<file path="config.mk">
export PLATFORM = sky130hd
export DESIGN_NAME = lsu_ctrl
export DESIGN_NICKNAME = d
export VERILOG_FILES = /design/src/rtl/lsu_pkg.sv /design/src/rtl/lsu_lane_align.sv /design/src/rtl/lsu_ctrl.sv
export SDC_FILE = /design/constraint.sdc
export NUM_CORES = 1
export LEC_CHECK = 0
export BUFFER_PORTS_ARGS = -buffer_cell sky130_fd_sc_hd__buf_2
export CORE_ASPECT_RATIO = 0.5
export CORE_MARGIN = 2
export CORE_UTILIZATION = 25
export CTS_CLUSTER_SIZE = 30
export DETAILED_ROUTE_END_ITERATION = 8
export PLACE_DENSITY = 0.5
export SLEW_MARGIN = 20
export SYNTH_ARGS = -nofsm -noshare
export SYNTH_HDL_FRONTEND = slang
export SYNTH_SLANG_ARGS = --single-unit
</file>
<file path="constraint.sdc">
create_clock -name clk -period 2.4 [get_ports clk]
set_input_delay 0.48 -clock clk [delete_from_list [all_inputs] [get_ports clk]]
set_output_delay 0.48 -clock clk [all_outputs]
set_load 0.005 [all_outputs]
</file>
<file path="src/rtl/lsu_pkg.sv">
// Shared types and lane helpers for the load/store unit.
package lsu_pkg;

  localparam logic [1:0] SZ_BYTE = 2'b00;
  localparam logic [1:0] SZ_HALF = 2'b01;
  localparam logic [1:0] SZ_WORD = 2'b10;
  localparam logic [1:0] SZ_ILL  = 2'b11;

  typedef enum logic [1:0] {
    IDLE  = 2'd0,
    READ  = 2'd1,
    WRITE = 2'd2,
    RESP  = 2'd3
  } state_e;

  // Request fields held for the duration of one access.
  typedef struct packed {
    logic        write;
    logic [1:0]  size;
    logic        uns;
    logic [1:0]  off;
    logic [31:0] wdata;
  } req_t;

  // Pull the addressed lane(s) out of a word and sign/zero extend.
  function automatic logic [31:0] lane_extract(input logic [31:0] word,
                                               input logic [1:0]  off,
                                               input logic [1:0]  size,
                                               input logic        uns);
    logic [31:0] sh_word;
    logic [31:0] result;
    sh_word = word >> {off, 3'b000};
    case (size)
      SZ_BYTE: result = uns ? {24'h0, sh_word[7:0]}  : {{24{sh_word[7]}}, sh_word[7:0]};
      SZ_HALF: result = uns ? {16'h0, sh_word[15:0]} : {{16{sh_word[15]}}, sh_word[15:0]};
      default: result = word;
    endcase
    return result;
  endfunction

  // Replace the addressed lane(s) of old_word with right-justified new_data.
  function automatic logic [31:0] lane_merge(input logic [31:0] old_word,
                                             input logic [31:0] new_data,
                                             input logic [1:0]  off,
                                             input logic [1:0]  size);
    logic [31:0] mask;
    logic [4:0]  sh;
    case (size)
      SZ_BYTE: begin
        sh   = {off, 3'b000};
        mask = 32'h0000_00FF << sh;
      end
      SZ_HALF: begin
        sh   = {off[1], 4'b0000};
        mask = 32'h0000_FFFF << sh;
      end
      default: begin
        sh   = 5'd0;
        mask = 32'hFFFF_FFFF;
      end
    endcase
    return (old_word & ~mask) | ((new_data << sh) & mask);
  endfunction

endpackage

</file>
<file path="src/rtl/lsu_lane_align.sv">
// Combinational lane extract (loads) and lane merge (sub-word stores).
module lsu_lane_align
  import lsu_pkg::*;
(
  input  logic [31:0] rdata,
  input  logic [31:0] wdata,
  input  logic [1:0]  off,
  input  logic [1:0]  size,
  input  logic        uns,
  output logic [31:0] ext_data_c,
  output logic [31:0] merge_data_c
);

  // Both paths evaluated in parallel; the controller picks by request type.
  always_comb begin
    ext_data_c   = lane_extract(rdata, off, size, uns);
    merge_data_c = lane_merge(rdata, wdata, off, size);
  end

endmodule

</file>
<file path="src/rtl/lsu_ctrl.sv">
// Load/store unit controller: word-granular memory port with read-modify-write
// for sub-word stores. Optional build macro LSU_MISALIGN_TRAP_EN turns
// misaligned half/word accesses into error responses instead of aligning them.
module lsu_ctrl
  import lsu_pkg::*;
#(
  parameter int unsigned ADDR_BITS = 8,
  parameter int unsigned DATA_W    = 32
) (
  input  logic              clk,
  input  logic              rst_n,
  input  logic              req_valid,
  output logic              req_ready,
  input  logic              req_write,
  input  logic [1:0]        req_size,
  input  logic              req_unsigned,
  input  logic [31:0]       req_addr,
  input  logic [DATA_W-1:0] req_wdata,
  output logic              resp_valid,
  output logic [DATA_W-1:0] resp_rdata,
  output logic              resp_err,
  output logic [31:0]       mem_addr,
  output logic [DATA_W-1:0] mem_wdata,
  output logic              mem_we,
  input  logic [DATA_W-1:0] mem_rdata
);

  state_e            state_q, state_d;
  req_t              req_q, req_d;
  logic              req_ready_q, req_ready_d;
  logic              resp_valid_q, resp_valid_d;
  logic [DATA_W-1:0] resp_rdata_q, resp_rdata_d;
  logic              resp_err_q, resp_err_d;
  logic [31:0]       mem_addr_q, mem_addr_d;
  logic [DATA_W-1:0] mem_wdata_q, mem_wdata_d;
  logic              mem_we_q, mem_we_d;

  logic              acc_err_c;
  logic [1:0]        acc_off_c;
  logic [31:0]       ext_data_c;
  logic [31:0]       merge_data_c;
  logic              unused_addr;

  assign unused_addr = ^req_addr[31:ADDR_BITS+2];

  // Classify the incoming request: error detection and effective byte offset.
`ifdef LSU_MISALIGN_TRAP_EN
  logic misalign_c;
  always_comb begin
    misalign_c = ((req_size == SZ_HALF) && req_addr[0]) ||
                 ((req_size == SZ_WORD) && (req_addr[1:0] != 2'b00));
    acc_err_c  = (req_size == SZ_ILL) || misalign_c;
    acc_off_c  = req_addr[1:0];
  end
`else
  always_comb begin
    acc_err_c = (req_size == SZ_ILL);
    case (req_size)
      SZ_HALF: acc_off_c = {req_addr[1], 1'b0};
      SZ_WORD: acc_off_c = 2'b00;
      default: acc_off_c = req_addr[1:0];
    endcase
  end
`endif

  lsu_lane_align u_align (
    .rdata        (mem_rdata),
    .wdata        (req_q.wdata),
    .off          (req_q.off),
    .size         (req_q.size),
    .uns          (req_q.uns),
    .ext_data_c   (ext_data_c),
    .merge_data_c (merge_data_c)
  );

  // Next-state and next-output logic; mem_we and resp_valid are single-cycle.
  always_comb begin
    state_d      = state_q;
    req_d        = req_q;
    req_ready_d  = req_ready_q;
    resp_valid_d = 1'b0;
    resp_rdata_d = resp_rdata_q;
    resp_err_d   = resp_err_q;
    mem_addr_d   = mem_addr_q;
    mem_wdata_d  = mem_wdata_q;
    mem_we_d     = 1'b0;

    case (state_q)
      IDLE: begin
        if (req_valid) begin
          req_d.write = req_write;
          req_d.size  = req_size;
          req_d.uns   = req_unsigned;
          req_d.off   = acc_off_c;
          req_d.wdata = req_wdata;
          req_ready_d = 1'b0;
          if (acc_err_c) begin
            state_d      = RESP;
            resp_valid_d = 1'b1;
            resp_err_d   = 1'b1;
            resp_rdata_d = '0;
          end else if (req_write && (req_size == SZ_WORD)) begin
            state_d     = WRITE;
            mem_addr_d  = 32'(req_addr[ADDR_BITS+1:2]);
            mem_wdata_d = req_wdata;
            mem_we_d    = 1'b1;
          end else begin
            state_d    = READ;
            mem_addr_d = 32'(req_addr[ADDR_BITS+1:2]);
          end
        end
      end
      READ: begin
        if (req_q.write) begin
          state_d     = WRITE;
          mem_wdata_d = merge_data_c;
          mem_we_d    = 1'b1;
        end else begin
          state_d      = RESP;
          resp_valid_d = 1'b1;
          resp_err_d   = 1'b0;
          resp_rdata_d = ext_data_c;
        end
      end
      WRITE: begin
        state_d      = RESP;
        resp_valid_d = 1'b1;
        resp_err_d   = 1'b0;
        resp_rdata_d = '0;
      end
      RESP: begin
        state_d      = IDLE;
        req_ready_d  = 1'b1;
        resp_err_d   = 1'b0;
        resp_rdata_d = '0;
      end
      default: begin
        state_d     = IDLE;
        req_ready_d = 1'b1;
      end
    endcase
  end

  // State and output registers; reset drops any in-flight access.
  always_ff @(posedge clk or negedge rst_n) begin
    if (!rst_n) begin
      state_q      <= IDLE;
      req_q        <= '0;
      req_ready_q  <= 1'b1;
      resp_valid_q <= 1'b0;
      resp_rdata_q <= '0;
      resp_err_q   <= 1'b0;
      mem_addr_q   <= '0;
      mem_wdata_q  <= '0;
      mem_we_q     <= 1'b0;
    end else begin
      state_q      <= state_d;
      req_q        <= req_d;
      req_ready_q  <= req_ready_d;
      resp_valid_q <= resp_valid_d;
      resp_rdata_q <= resp_rdata_d;
      resp_err_q   <= resp_err_d;
      mem_addr_q   <= mem_addr_d;
      mem_wdata_q  <= mem_wdata_d;
      mem_we_q     <= mem_we_d;
    end
  end

  assign req_ready  = req_ready_q;
  assign resp_valid = resp_valid_q;
  assign resp_rdata = resp_rdata_q;
  assign resp_err   = resp_err_q;
  assign mem_addr   = mem_addr_q;
  assign mem_wdata  = mem_wdata_q;
  assign mem_we     = mem_we_q;

endmodule

</file>
## Word level (Yosys, flattened, before mapping)

Cells that the tools add are included.

- Bitwise gates (word level): 5
- Eq/ne operators: 13
- Muxes and demuxes: 35
- Shift operators: 4
- Reductions and logical operators: 11

Operators by type and width:

| operator | count |
|---|---|
| $mux 32 | 9 |
| $pmux 32 s2 | 3 |
| $pmux 32 s3 | 1 |
| $and 32x32->32 | 2 |
| $not 32->32 | 1 |
| $or 32x32->32 | 1 |
| $shl 16x5->32 const A | 1 |
| $shl 32x5->32 | 1 |
| $shl 8x5->32 const A | 1 |
| $shr 32x5->16 | 1 |
| $mux 1 | 12 |
| $ne 2x2->1 const B | 6 |
| $pmux 5 s2 | 1 |
| $eq 2x2->1 const B | 4 |
| $pmux 2 s4 | 1 |
| $eq 2x1->1 const B | 3 |
| $mux 2 | 3 |
| $pmux 1 s3 | 2 |
| $reduce_and 3->1 | 2 |
| $reduce_and 5->1 | 1 |
| $logic_not 2->1 | 2 |
| $pmux 1 s2 | 2 |
| $pmux 2 s2 | 1 |
| $reduce_and 2->1 | 2 |
| 4 further kinds | 5 |

- Bits of input ports: 103
- Register bits: 116
- Output and inout port bits: 100

## Depth between registers and ports, before layout

- Word-level depth: 7
- Mapped depth: 10

## Cells and area by module

Synthesis repeated with hierarchy kept, for this count alone.

- Cell total of the unflattened synthesis: 673
- Area total of the unflattened synthesis: 6688.9 um^2

By module, submodules not included:

| module | times used | cells each | area each (um^2) |
|---|---|---|---|
| lsu_ctrl | 1 | 418 | 5188.7 |
| lsu_lane_align | 1 | 255 | 1500.2 |

## Worst setup path after synthesis

OpenSTA, ideal clock, no wires.

- Path kind: input to register
- Start: in req_size[0]
- End: reg resp_rdata_q[21] (netlist: resp_rdata[21])
- Buffers on the path: 2
- Stages on the path: 7
- Data arrival time: 1.683 ns
- Path slack: 0.586 ns
- Library setup time: 0.131 ns
- Required time: 2.269 ns
- Path through: ha_1 -> a21bo_2 -> and2_1 -> buf_2 -> nand2_1 -> clkbuf_1 -> o21ai_0

- Longest elaborated chain between the ends: 3

Ends and longest elaborated chain:

| item | RTL line | source |
|---|---|---|
| from (decl) | lsu_ctrl.sv:15 | `input logic [1:0] req_size,` |
| $eq 2x2->1 | lsu_ctrl.sv:57 | `acc_err_c = (req_size == SZ_ILL);` |
| $ne 2x2->1 (no source line) | -- |  |
| $reduce_and 3->1 (no source line) | -- |  |
| to (signal assigned) | lsu_ctrl.sv:161 | `resp_rdata_q <= resp_rdata_d;` |
| to (decl) | lsu_ctrl.sv:32 | `logic [DATA_W-1:0] resp_rdata_q, resp_rdata_d;` |

Every way passes these cells.
A chain may end at the register's enable or synchronous reset.

## Worst setup path in the final report

- Start: reg state_q[1]
- End: reg resp_rdata_q[30] (netlist: resp_rdata[30])

- Longest elaborated chain between the ends: 3
- Elaborated cells on any way between the ends: 10

Ends and longest elaborated chain:

| item | RTL line | source |
|---|---|---|
| from (decl) | lsu_ctrl.sv:28 | `state_e state_q, state_d;` |
| from (signal assigned) | lsu_ctrl.sv:157 | `state_q <= state_d;` |
| $eq 2x2->1 (tied with other cells) | lsu_ctrl.sv:88 | `case (state_q)` |
| $reduce_or 2->1 (no source line) or $ne 2x2->1 (tied branches) | -- |  |
| $pmux 32 s3 or $reduce_and 3->1 (tied branches) | -- |  |

Several ways; a longest one is shown, not always the timed one.

==> impl_metrics.tcl <==
set metrics [dict create \
    status "completed" \
    worstPathArrival_ns 2.53 \
    cts_root_buf "clkbuf_16" \
    via_count 6034 \
    cts_setup_buffers 0 \
    fillers 2702 \
    rsz0062_at_grt "no" \
    yosysWarnings 0 \
    fp.dieW_um 234 \
    cp.required_ns 2.73 \
    fin_ws_ns 0.200 \
    yosysSeqAreaShare 0.440 \
    setup_violations 0 \
    tightest_slew_ns 0.717 \
    grt_max_degree 46 \
    drv_slew 0 \
    start_util 0.258 \
    hold_viol_final 0 \
    ctsResizeCount 0 \
    viasPerCell 4.94 \
    cellLeakagePower_nw 3.87 \
    ys_types 60 \
    fmax_ghz 0.454 \
    core-area_mm2 0.0255 \
    htree_levels 4 \
    rr_worst_depth 6 \
    final_nets 971 \
    finalSetupTns_ns 0 \
    antenna_found_initial 5 \
    maxSlewHeadroom 0.522 \
    grt_pass1_vias 5926 \
    clock_latency_ns 0.43 \
    path_clk_slew_ns 0.07 \
    drt_pass1_iterations 5 \
    p_per_area_mw_per_mm2 1370 \
    io_pins 203 \
    remaining_drc_errors 0 \
    dp_hpwl_um 18100 \
    cts.path.max_buffers 2 \
    ir_drop_v 0.000517 \
    die_area_mm2 0.0278 \
    syn_to_final_growth_pct 25.9 \
    numCtsBuffers 17 \
    synth_enable_flop_cells 0 \
    grt_pass1_wl_um 36000 \
    drt_iter0_drc 356 \
    drv_cap 0 \
    r2r_end "resp_rdata[30]" \
    min_period_ns 2.20 \
    most-common-layout-cells "buf_2 (155), nand2_1 (139), dfrtp_1 (115)" \
    synth_cells 711 \
    gp_congestion 0.850 \
    timing.rr.start "state_q[1]" \
    grtUsageTotal 0.172 \
    crit_type "flip-flop to flip-flop" \
    ys_seq_elements 116 \
    place_area_mm2 0.00771 \
    end_kind "flip-flop" \
    crit_fanout 16 \
    hold_path_class "input port to asynchronous set/reset pin" \
    die_h_um 119 \
    pre_cts_ws_ns 0.166 \
    num_rows 41 \
    period_share 0.917 \
    wl_per_cell_um 19.4 \
    port_buffers 156 \
    layout_commonest_cell "buf_2" \
    ys.flop_type "dfrtp_1" \
    cts_tree "done" \
    avgSynthCellArea_um2 9.29 \
    synthArstFlopShare 1.00 \
    drive_above_1_share 0.295 \
    clock_skew_ns 0.0110 \
    fin_util 0.325 \
    cts_sinks 116 \
    hold_buffers 0 \
    ant_nets 0 \
    wl_um 23700 \
    start_kind "flip-flop" \
    r2r_slack_ns 0.20 \
    final_area_mm2 0.00831 \
    overflow 0 \
    p_total_mw 11.4 \
    syn-cell-area_mm2 0.00660 \
]
-- synth_stat cells (7+ instances only) --
master     instances  share of area
a21o_1             8         0.0091
a21oi_1           37          0.028
a22oi_1           22          0.025
a2bb2oi_1          7         0.0093
a31o_2             8          0.011
a32oi_1            8          0.011
buf_2             18          0.014
buf_4             33          0.038
buf_6              7          0.012
clkbuf_1          18          0.010
dfrtp_1          115           0.44
ha_1               7          0.013
inv_1              7         0.0040
mux2_2            11          0.019
mux2i_1           37          0.056
nand2_1          139          0.079
nand3_1           15          0.011
nand3b_1           9          0.010
nor2_1            24          0.014
o211ai_1          12          0.014
o21a_1             8         0.0091
o21ai_0           73          0.055
o221ai_1          15          0.020
o22ai_1            7         0.0066
-- critical path: stages (launching register included) --
cell	delay, ns
dfrtp_1	0.41
inv_1	0.09
ha_1	0.39
and2b_1	0.27
and3_1	0.64
a22oi_1	0.19
o21ai_0	0.12
-- worst max path at each step --
stage / from / endpoint / slack (ns)
2_1_floorplan: req_size[0] / resp_rdata[21] / 0.59
4_1_cts: state_q[0] / mem_wdata[28] / 0.15
3_3_place_gp: state_q[0] / mem_wdata[29] / 0.22
5_1_grt: state_q[1] / resp_rdata[30] / 0.02
3_5_place_dp: state_q[0] / mem_wdata[26] / 0.17
6_report: state_q[1] / resp_rdata[30] / 0.20
-- sequential cells by signal, summed over array words and instances (netlist names) --
| register | flops |
|---|---|
| resp_rdata | 32 |
| mem_we | 1 |
| resp_valid | 1 |
| mem_wdata | 32 |
| req_q | 38 |
| mem_addr | 8 |
| resp_err | 1 |
| state_q | 2 |
| req_ready | 1 |
-- metrics by stage --
stage                     cells  hold slack (ns)
after global routing       1220           0.0600
after CTS                  1218           0.0368
after floorplan             734            0.184
after global placement     1186            0.463
after detailed placement   1186            0.464
final                      1221           0.0234
-- final cells by class --
type                       instances  area, um2  area share
tap                              344        430      0.0518
timing repair buffer             188       1090       0.131
clock inverter                    15        170      0.0205
sequential                       116       2900       0.349
clock buffer                      17        425      0.0512
multi-input combinational        529       3250       0.391
inverter                           9       33.8     0.00407
antenna                            3       7.51    0.000903
-- kinds of logic (layout without fill, tap and decap cells) --
group	after synthesis	in the layout	share of synthesized area
flops	116	116	0.440
simple gates	217	217	0.146
other cells	1	27	0.000568
buf+inv	89	229	0.0809
fa+ha+maj	7	7	0.0133
mux	48	48	0.0749
compound gates	233	233	0.245
-- where the power goes --
group	switching [mW]	internal, mW	leakage, nW	total [mW]
logic	2.95	2.19	2.13	5.14
registers	0.751	2.88	1.45	3.63
clock network	1.05	1.55	0.287	2.60
total	4.75	6.62	3.87	11.4
-- per-layer routing --
layer | wire, um | GRT usage | vias to the layer above
li1 | - | - | 2812
met1 | 10800 | 0.233 | 3022
met2 | 11100 | 0.268 | 174
met3 | 1550 | 0.0491 | 22
met4 | 284 | 0.0471 | 4
met5 | 25 | 0 | -
Power figures use the tool's default switching activity.
